<file path="src/rtl/keypad_pkg.sv">
// Shared types, key-code constants and helpers for the matrix keypad scanner.
package keypad_pkg;

  typedef enum logic [1:0] {
    SCAN     = 2'd0,
    DEBOUNCE = 2'd1,
    PRESSED  = 2'd2
  } scan_state_t;

  // Code = {row, 3 - col}; rows top to bottom, column 0 leftmost.
  localparam logic [3:0] KEY_A    = 4'b0000;
  localparam logic [3:0] KEY_3    = 4'b0001;
  localparam logic [3:0] KEY_2    = 4'b0010;
  localparam logic [3:0] KEY_1    = 4'b0011;
  localparam logic [3:0] KEY_B    = 4'b0100;
  localparam logic [3:0] KEY_6    = 4'b0101;
  localparam logic [3:0] KEY_5    = 4'b0110;
  localparam logic [3:0] KEY_4    = 4'b0111;
  localparam logic [3:0] KEY_C    = 4'b1000;
  localparam logic [3:0] KEY_9    = 4'b1001;
  localparam logic [3:0] KEY_8    = 4'b1010;
  localparam logic [3:0] KEY_7    = 4'b1011;
  localparam logic [3:0] KEY_D    = 4'b1100;
  localparam logic [3:0] KEY_HASH = 4'b1101;
  localparam logic [3:0] KEY_0    = 4'b1110;
  localparam logic [3:0] KEY_STAR = 4'b1111;

  function automatic logic [3:0] key_code_f(input logic [1:0] row_idx,
                                            input logic [1:0] col_idx);
    return {row_idx, 2'd3 - col_idx};
  endfunction

  // Lowest-index active-low row wins when several rows are pulled down.
  function automatic logic [1:0] low_row_f(input logic [3:0] rows);
    logic [1:0] idx;
    idx = 2'd3;
    if (!rows[2]) idx = 2'd2;
    if (!rows[1]) idx = 2'd1;
    if (!rows[0]) idx = 2'd0;
    return idx;
  endfunction

endpackage

</file>
<file path="src/rtl/sync_2ff.sv">
// Four-bit two-flop synchronizer; resets to all-high to match idle keypad rows.
module sync_2ff (
  input  logic       clk,
  input  logic       rst_n,
  input  logic [3:0] d,
  output logic [3:0] q
);

  logic [3:0] meta_q;
  logic [3:0] sync_q;

  always_ff @(posedge clk) begin
    if (!rst_n) begin
      meta_q <= 4'b1111;
      sync_q <= 4'b1111;
    end else begin
      meta_q <= d;
      sync_q <= meta_q;
    end
  end

  assign q = sync_q;

endmodule

</file>
<file path="src/rtl/keypad_scanner.sv">
// 4x4 keypad scanner: walks an active-low column, debounces press and release of one key,
// and reports its code with a single-cycle valid pulse.
module keypad_scanner
  import keypad_pkg::*;
#(
  parameter int unsigned SCAN_DIV     = 1000,
  parameter int unsigned DEBOUNCE_CNT = 20
) (
  input  logic       clk,
  input  logic       rst_n,
  input  logic [3:0] row_i,
  output logic [3:0] col_o,
  output logic [3:0] key_code,
  output logic       key_valid,
  output logic       key_held
);

  localparam int unsigned DivW = $clog2(SCAN_DIV);
  localparam int unsigned CntW = $clog2(DEBOUNCE_CNT + 1);
  localparam logic [DivW-1:0] DivLast = DivW'(SCAN_DIV - 1);
  localparam logic [CntW-1:0] CntLast = CntW'(DEBOUNCE_CNT - 1);

  logic [3:0]      row_s;
  logic [DivW-1:0] div_q, div_d;
  logic            tick;

  scan_state_t     state_q, state_d;
  logic [1:0]      col_idx_q, col_idx_d;
  logic [1:0]      row_idx_q, row_idx_d;
  logic [CntW-1:0] stable_cnt_q, stable_cnt_d;
  logic [CntW-1:0] rel_cnt_q, rel_cnt_d;
  logic [3:0]      key_code_q, key_code_d;
  logic            key_valid_q;
  logic            accept;
  logic [3:0]      col_q;

  sync_2ff u_row_sync (
    .clk   (clk),
    .rst_n (rst_n),
    .d     (row_i),
    .q     (row_s)
  );

  // Free-running divider; rows are only ever looked at on tick.
  assign tick  = (div_q == DivLast);
  assign div_d = tick ? '0 : div_q + DivW'(1);

  always_comb begin
    state_d      = state_q;
    col_idx_d    = col_idx_q;
    row_idx_d    = row_idx_q;
    stable_cnt_d = stable_cnt_q;
    rel_cnt_d    = rel_cnt_q;
    key_code_d   = key_code_q;
    accept       = 1'b0;

    if (tick) begin
      unique case (state_q)
        SCAN: begin
          if (row_s == 4'b1111) begin
            col_idx_d = col_idx_q + 2'd1;
          end else begin
            row_idx_d    = low_row_f(row_s);
            stable_cnt_d = CntW'(1);
            state_d      = DEBOUNCE;
          end
        end

        DEBOUNCE: begin
          if (!row_s[row_idx_q]) begin
            if (stable_cnt_q == CntLast) begin
              state_d      = PRESSED;
              key_code_d   = key_code_f(row_idx_q, col_idx_q);
              accept       = 1'b1;
              stable_cnt_d = '0;
              rel_cnt_d    = '0;
            end else begin
              stable_cnt_d = stable_cnt_q + CntW'(1);
            end
          end else begin
            // Bounce: give up on this key and move on as if the column were idle.
            state_d      = SCAN;
            col_idx_d    = col_idx_q + 2'd1;
            stable_cnt_d = '0;
          end
        end

        PRESSED: begin
          if (row_s[row_idx_q]) begin
            if (rel_cnt_q == CntLast) begin
              state_d   = SCAN;
              col_idx_d = col_idx_q + 2'd1;
              rel_cnt_d = '0;
            end else begin
              rel_cnt_d = rel_cnt_q + CntW'(1);
            end
          end else begin
            rel_cnt_d = '0;
          end
        end

        default: begin
          state_d = SCAN;
        end
      endcase
    end
  end

  always_ff @(posedge clk) begin
    if (!rst_n) begin
      div_q        <= '0;
      state_q      <= SCAN;
      col_idx_q    <= 2'd0;
      row_idx_q    <= 2'd0;
      stable_cnt_q <= '0;
      rel_cnt_q    <= '0;
      key_code_q   <= 4'b0000;
      key_valid_q  <= 1'b0;
      col_q        <= 4'b1110;
    end else begin
      div_q        <= div_d;
      state_q      <= state_d;
      col_idx_q    <= col_idx_d;
      row_idx_q    <= row_idx_d;
      stable_cnt_q <= stable_cnt_d;
      rel_cnt_q    <= rel_cnt_d;
      key_code_q   <= key_code_d;
      key_valid_q  <= accept;
      col_q        <= ~(4'b0001 << col_idx_d);
    end
  end

  assign col_o     = col_q;
  assign key_code  = key_code_q;
  assign key_valid = key_valid_q;
  assign key_held  = (state_q == PRESSED);

endmodule
</file>
<file path="config.mk">
export PLATFORM = sky130hd
export DESIGN_NAME = keypad_scanner
export DESIGN_NICKNAME = d
export VERILOG_FILES = /design/src/rtl/keypad_pkg.sv /design/src/rtl/sync_2ff.sv /design/src/rtl/keypad_scanner.sv
export SDC_FILE = /design/constraint.sdc
export NUM_CORES = 1
export LEC_CHECK = 0
export CORE_MARGIN = 5
export CORE_UTILIZATION = 50
export CTS_CLUSTER_SIZE = 12
export DETAILED_ROUTE_END_ITERATION = 10
export GPL_TIMING_DRIVEN = 0
export PLACE_DENSITY = 0.76
export SLEW_MARGIN = 20
export SYNTH_ARGS = -nofsm -noshare
export SYNTH_HDL_FRONTEND = slang
export SYNTH_SLANG_ARGS = --single-unit
export TNS_END_PERCENT = 100
</file>
<file path="constraint.sdc">
create_clock -name clk -period 2.3 [get_ports clk]
set_input_delay 0.69 -clock clk [delete_from_list [all_inputs] [get_ports clk]]
set_output_delay 0.69 -clock clk [all_outputs]
set_load 0.03 [all_outputs]
</file>
==> results.py, run 1 <==
metrics = {
    "placement": {
        "hpwl_mm": 2.89,
        "place.port_buffers": 14,
        "pre_cts_ws_ns": 0.105,
        "gp_congestion": 0.783,
        "dpl.cell_count": 282,
    },
    "synthesis": {
        "synth_fp_nets": 231,
        "avgSynthCellArea_um2": 9.17,
        "yosys_most_used_dff": "dfxtp_1",
        "yosys.area_share.simple_pct": 25.5,
        "synthCells": 218,
        "synth-xor-area-share_pct": 3.50,
        "synth-seq-area-share_pct": 43.1,
        "synth_top_family_by_area": "simple AND/OR/NAND/NOR gates",
        "synth.area.mux_share_pct": 4.63,
        "synth_compound_area_share_pct": 16.1,
        "ys_types": 52,
        "async_flop_share_pct": 0,
        "synth_fa_ha_area_share_pct": 4.38,
        "ys_ff_latch": 43,
        "synth_edf_count": 0,
        "yosysWarnings": 0,
        "syn_area_um2": 2000,
    },
    "clock_tree": {
        "cts_hold_buf": 0,
        "cts_num_sinks": 43,
        "root_buffer": "clkbuf_8",
        "cts_setup_buffers": 0,
        "clkLatencyLatePin_ns": 0.29,
        "post_cts_resized": 1,
        "htreeDepth": 2,
        "cts_buffer_depth": 2,
        "cts_buffers": 5,
        "path_clk_slew_ns": 0.08,
        "cts_tree": "yes",
    },
    "final_layout": {
        "syn_to_final_growth_pct": 16.2,
        "antenna_cells": 0,
        "fin_cells": 290,
        "final_nets": 252,
        "drive_above_1_share_pct": 7.50,
        "fin_util_pct": 58.9,
    },
    "critical_path": {
        "cp.required_ns": 2.48,
        "cp.arrival_ns": 2.35,
        "worstSetupPathType": "flop to flop",
        "path_cells": "ha_1 -> nand3b_1 -> nor3_4 -> and3_1 -> clkbuf_1 -> o21ai_0 -> a32o_1",
        "rrSetupSlack_ns": 0.13,
        "path_max_fanout": 8,
        "cp_slowest_stage_delay_ns": 0.38,
        "cp-start-kind": "flop",
        "cp-end-kind": "flop",
        "crit_slowest_cell": "dfxtp_1",
    },
    "power_and_ir_drop": {
        "p_per_area_nw_per_um2": 577,
        "vdd_drop_max_v": 0.000484,
        "power.leakage_nw": 0.869,
    },
    "routing": {
        "first_pass_iters": 4,
        "drc": 0,
        "drtAntennaViolNets": 0,
        "finalWirelength_mm": 4.07,
        "viasPerCell": 5.71,
        "wl_per_cell_um": 14.0,
        "drt_iter0_markers": 98,
        "vias": 1657,
    },
    "timing": {
        "period_minus_slack_ns": 2.17,
        "hold_slack_ns": 0.408,
        "finalSetupViolCount": 0,
        "fin_ws_ns": 0.130,
        "worst_slew_pin_slew_ns": 0.535,
        "max_freq_mhz": 461,
        "finalHoldViolCount": 0,
        "maxSlewViolCount": 0,
        "min_period_over_period_pct": 94.3,
        "slew_headroom_pct": 64.1,
        "skew_ns": 0.00695,
        "timing.setup.tns_ns": 0,
    },
    "floorplan": {
        "die_area_um2": 5360,
        "start_util_pct": 50.7,
        "num_rows": 23,
        "fp.dieW_um": 73.2,
        "coreArea_um2": 3940,
        "chipHeight_um": 73.2,
        "ios": 16,
    },
    "grt": {
        "grt_max_degree": 13,
        "grt_use_total_pct": 15.7,
        "grt_pass1_wl_mm": 6.71,
        "grt_pass1_vias": 1534,
        "gr-total-overflow": 0,
        "antenna_found_initial": 0,
    },
    "flow_run": {
        "cap_violations": 0,
    },
    "outcome": {
        "status": "finished clean",
    },
    "hold_path": {
        "hp-class": "flop to flop",
    },
}
cells in the mapped netlist, types with 2 or more instances:
library cell,number,share of area [%]
clkbuf_1,5,0.94
dfxtp_1,43,43
o21a_1,3,1.1
a21oi_1,10,2.5
nor2_1,19,3.6
and2_1,4,1.3
o21ai_0,10,2.5
nand3b_1,4,1.5
inv_1,8,1.5
o211a_1,3,1.5
nand3_1,12,3.0
and3_1,6,1.9
xnor2_1,5,2.2
nor4_1,2,0.63
o221a_2,2,1.1
nor3b_1,2,0.75
nand2_1,14,2.6
nand4_1,4,1.3
ha_1,7,4.4
nand2b_1,11,3.4
a211o_1,2,0.88
xor2_1,3,1.3
a32o_1,2,1.0
mux2i_1,7,3.5
nor3_1,2,0.50
a21boi_0,2,0.75
kinds of logic after synthesis:
| family | count (synthesis) |
|---|---|
| AO/OA/AOI/OAI | 46 |
| XOR/XNOR | 8 |
| adder cells (fa/ha/maj) | 7 |
| buffers and inverters | 15 |
| flip-flops | 43 |
| multiplexers | 8 |
| AND/OR/NAND/NOR | 91 |
through the flow:
step                      instance area (um2)  total power, mW
after global placement                   2200            0.832
after detailed placement                 2200            0.834
final                                    2320             1.34
after floorplan                          2000            0.815
after global routing                     2320             1.38
after CTS                                2300             1.35
where the power goes:
| part | internal, mW | total (mW) | switching (mW) |
|---|---|---|---|
| sequential | 0.755 | 0.763 | 0.00816 |
| clock | 0.274 | 0.521 | 0.247 |
| combinational | 0.0213 | 0.0555 | 0.0342 |
| total | 1.05 | 1.34 | 0.289 |
per-layer routing:
layer | up-vias | GRT usage [%] | routed length [um]
li1 | 834 | - | -
met1 | 789 | 19.2 | 1920
met4 | 0 | 5.53 | 44
met5 | - | 0 | 0
met2 | 28 | 26.2 | 1940
met3 | 6 | 4.27 | 156
registers in the layout (all words and copies together), names as in the netlist:
name,cells
key_valid,1
key_code,4
stable_cnt_q,5
u_row_sync.meta_q,4
row_idx_q,2
col_o,4
u_row_sync.q,4
col_idx_q,2
div_q,10
rel_cnt_q,5
state_q,2
placed cells by master, fill, tap and decap left out, types with 2 or more instances in the layout:
cell type | Yosys | routed
o21a_1 | 3 | 3
and2_1 | 4 | 4
a21boi_0 | 2 | 2
o21ai_0 | 10 | 10
nand3b_1 | 4 | 4
mux2i_1 | 7 | 7
clkbuf_8 | 0 | 7
a21oi_1 | 10 | 10
nor3_1 | 2 | 2
xor2_1 | 3 | 3
and3_1 | 6 | 6
clkdlybuf4s50_1 | 0 | 13
a211o_1 | 2 | 2
nand4_1 | 4 | 4
inv_1 | 8 | 8
nand3_1 | 12 | 12
a32o_1 | 2 | 2
clkbuf_1 | 5 | 6
nor4_1 | 2 | 2
nand2_1 | 14 | 14
o211a_1 | 3 | 3
dfxtp_1 | 43 | 42
nor2_1 | 19 | 19
o221a_2 | 2 | 2
ha_1 | 7 | 7
nand2b_1 | 11 | 11
nor3b_1 | 2 | 2
xnor2_1 | 5 | 5
worst max-delay path, delay by kind of cell (launching register included):
kind                     cells  cell delay, ns
adder cells (fa/ha/maj)      1            0.23
buffers and inverters        1            0.24
flip-flops                   1            0.38
AO/OA/AOI/OAI                2            0.45
AND/OR/NAND/NOR              3            0.76
layout make-up:
class                           count  area, um2
Timing Repair Buffer               14        139
Sequential cell                    43        862
Fill cell                         338       1620
Clock buffer                        8        100
Buffer                              6       22.5
Multi-Input combinational cell    160       1100
Tap cell                           50       62.6
Inverter                            9       33.8
worst paths after layout:
path | from | to | cells past startpoint
min reg2reg | u_row_sync.meta_q[2] | u_row_sync.q[2] | 1
max reg2reg | div_q[0] | rel_cnt_q[4] | 7
min | u_row_sync.meta_q[2] | u_row_sync.q[2] | 1
max | div_q[0] | rel_cnt_q[4] | 7
(Power assumes the default switching activity.)
==> run 2: changes to the inputs <==
Settings changed: CTS_BUF_LIST set to sky130_fd_sc_hd__clkbuf_2 sky130_fd_sc_hd__clkbuf_4 sky130_fd_sc_hd__clkbuf_8.
==> results.py, run 2 (synthesis results as in run 1) <==
metrics = {
    "clock_tree": {
        "cts_tree": "yes",
        "cts_hold_buf": 0,
        "path_clk_slew_ns": 0.08,
        "htreeDepth": 2,
        "cts_num_sinks": 43,
        "root_buffer": "clkbuf_8",
        "clkLatencyLatePin_ns": 0.29,
        "cts_buffers": 5,
        "cts_buffer_depth": 2,
    },
    "grt": {
        "grt_use_total_pct": 15.9,
        "grt_pass1_vias": 1540,
        "antenna_found_initial": 0,
        "grt_pass1_wl_mm": 6.82,
        "grt_max_degree": 13,
        "gr-total-overflow": 0,
    },
    "placement": {
        "dpl-instance-area_um2": 2200,
        "hpwl_mm": 2.89,
        "gp_congestion": 0.783,
        "pre_cts_ws_ns": 0.105,
        "place.port_buffers": 14,
    },
    "final_layout": {
        "fin_util_pct": 59.8,
        "antenna_cells": 0,
        "drive_above_1_share_pct": 9.43,
        "largest_register_ff_count": 10,
        "final_cell_mix": "dfxtp_1, nor2_1, nand2_1",
        "final_nets": 256,
        "syn_to_final_growth_pct": 17.9,
        "fillers": 333,
        "top_regs": "div_q (10), rel_cnt_q (5), stable_cnt_q (5)",
        "stdcell_area_um2": 2360,
        "mostFrequentLayoutCell": "dfxtp_1",
        "regMostFlops": "div_q",
    },
    "timing": {
        "fin_ws_ns": 0.109,
        "finalHoldViolCount": 0,
        "skew_ns": 0.00433,
        "maxSlewViolCount": 0,
        "timing.setup.tns_ns": 0,
        "min_period_over_period_pct": 95.2,
        "slew_headroom_pct": 66.0,
        "finalSetupViolCount": 0,
        "worst_slew_pin_slew_ns": 0.511,
        "max_freq_mhz": 456,
        "period_minus_slack_ns": 2.19,
    },
    "floorplan": {
        "chipHeight_um": 73.2,
        "die_area_um2": 5360,
        "coreArea_um2": 3940,
        "ios": 16,
        "start_util_pct": 50.7,
        "num_rows": 23,
        "fp.dieW_um": 73.2,
    },
    "routing": {
        "drtAntennaViolNets": 0,
        "first_pass_iters": 5,
        "drc": 0,
        "vias": 1678,
        "finalWirelength_mm": 4.11,
        "wl_per_cell_um": 14.0,
        "drt_iter0_markers": 102,
        "viasPerCell": 5.71,
    },
    "critical_path": {
        "path_max_fanout": 8,
        "worst_r2r_path_depth": 7,
        "cp.arrival_ns": 2.38,
        "reg2reg_from": "div_q[0]",
        "rrSetupSlack_ns": 0.11,
        "worstSetupPathType": "flop to flop",
        "cp_slowest_stage_delay_ns": 0.39,
        "cp_num_buf_inv": 1,
        "reg2reg_to": "rel_cnt_q[4]",
        "crit_slowest_cell": "dfxtp_1",
        "path_cells": "ha_1 -> nand3b_1 -> nor3_4 -> and3_1 -> clkbuf_1 -> o21ai_0 -> a32o_1",
        "cp.required_ns": 2.48,
        "critPathTopFamily": "simple AND/OR/NAND/NOR gates",
        "cp-start-kind": "flop",
        "cp-end-kind": "flop",
    },
    "power_and_ir_drop": {
        "p_int_mw": 1.06,
        "vdd_drop_max_v": 0.000485,
        "combPwrFrac_pct": 4.1,
        "p_sw_share_pct": 21.5,
        "power.leakage_nw": 0.894,
        "switching_power_mw": 0.290,
        "pwr-share-seq_pct": 56.4,
        "p_per_area_nw_per_um2": 574,
        "pwr-share-clk_pct": 39.4,
    },
    "outcome": {
        "status": "finished clean",
    },
    "hold_path": {
        "worst_hold_path.endpoint": "u_row_sync.q[2]",
        "worstHoldStart": "u_row_sync.meta_q[2]",
        "hold_depth": 1,
        "hp-class": "flop to flop",
    },
    "flow_run": {
        "cap_violations": 0,
    },
}
## run 2: what timing repair did
action,4_1_cts,5_1_grt
endpoints found under the hold margin,0,0
setup endpoints to repair,2,5
gates resized for setup,2,3
buffers inserted,0,4
pin swaps,0,1
## run 2: power groups by stage
stage | clock (mW) | sequential, mW | combinational [mW]
2_1_floorplan | 0 | 0.778 | 0.0365
3_3_place_gp | 0 | 0.780 | 0.0526
3_5_place_dp | 0 | 0.780 | 0.0542
4_1_cts | 0.543 | 0.763 | 0.0554
5_1_grt | 0.566 | 0.765 | 0.0626
6_report | 0.533 | 0.763 | 0.0559
## run 2: worst max path at each step
stage | start | end | cells past startpoint
after global routing | state_q[1] | col_idx_q[1] | 7
after global placement | div_q[0] | col_idx_q[1] | 6
final | div_q[0] | rel_cnt_q[4] | 7
after floorplan | row_idx_q[0] | col_o[1] | 5
after detailed placement | row_idx_q[0] | col_o[1] | 5
after CTS | div_q[0] | stable_cnt_q[2] | 6
## run 2: per-stage QoR
stage	std cells	hold slack [ns]	power (mW)
after floorplan	218	0.386	0.815
after global routing	294	0.421	1.39
after detailed placement	282	0.391	0.834
final	294	0.408	1.35
after global placement	282	0.389	0.832
after CTS	290	0.410	1.36
## run 2: worst register-to-register path: stages, from the launching register on
cell      delay [ns]
dfxtp_1         0.39
ha_1            0.24
nand3b_1        0.22
nor3_4          0.33
and3_1          0.21
clkbuf_1        0.24
o21ai_0         0.17
a32o_1          0.28
## run 2: routing by layer
metal | GRT usage (%) | vias up | wire length, um
met1 | 19.7 | 790 | 1950
met4 | 5.53 | 0 | 54
met5 | 0 | - | 0
met3 | 4.27 | 9 | 171
li1 | - | 842 | -
met2 | 26.4 | 37 | 1940
## run 2: area by class of cell
cell class | instances | area (um2) | area share [%]
tap | 50 | 62.6 | 2.65
sequential | 43 | 862 | 36.6
timing repair buffer | 18 | 169 | 7.17
multi-input combinational | 160 | 1100 | 46.8
buffer | 6 | 22.5 | 0.955
inverter | 9 | 33.8 | 1.43
clock buffer | 8 | 104 | 4.41
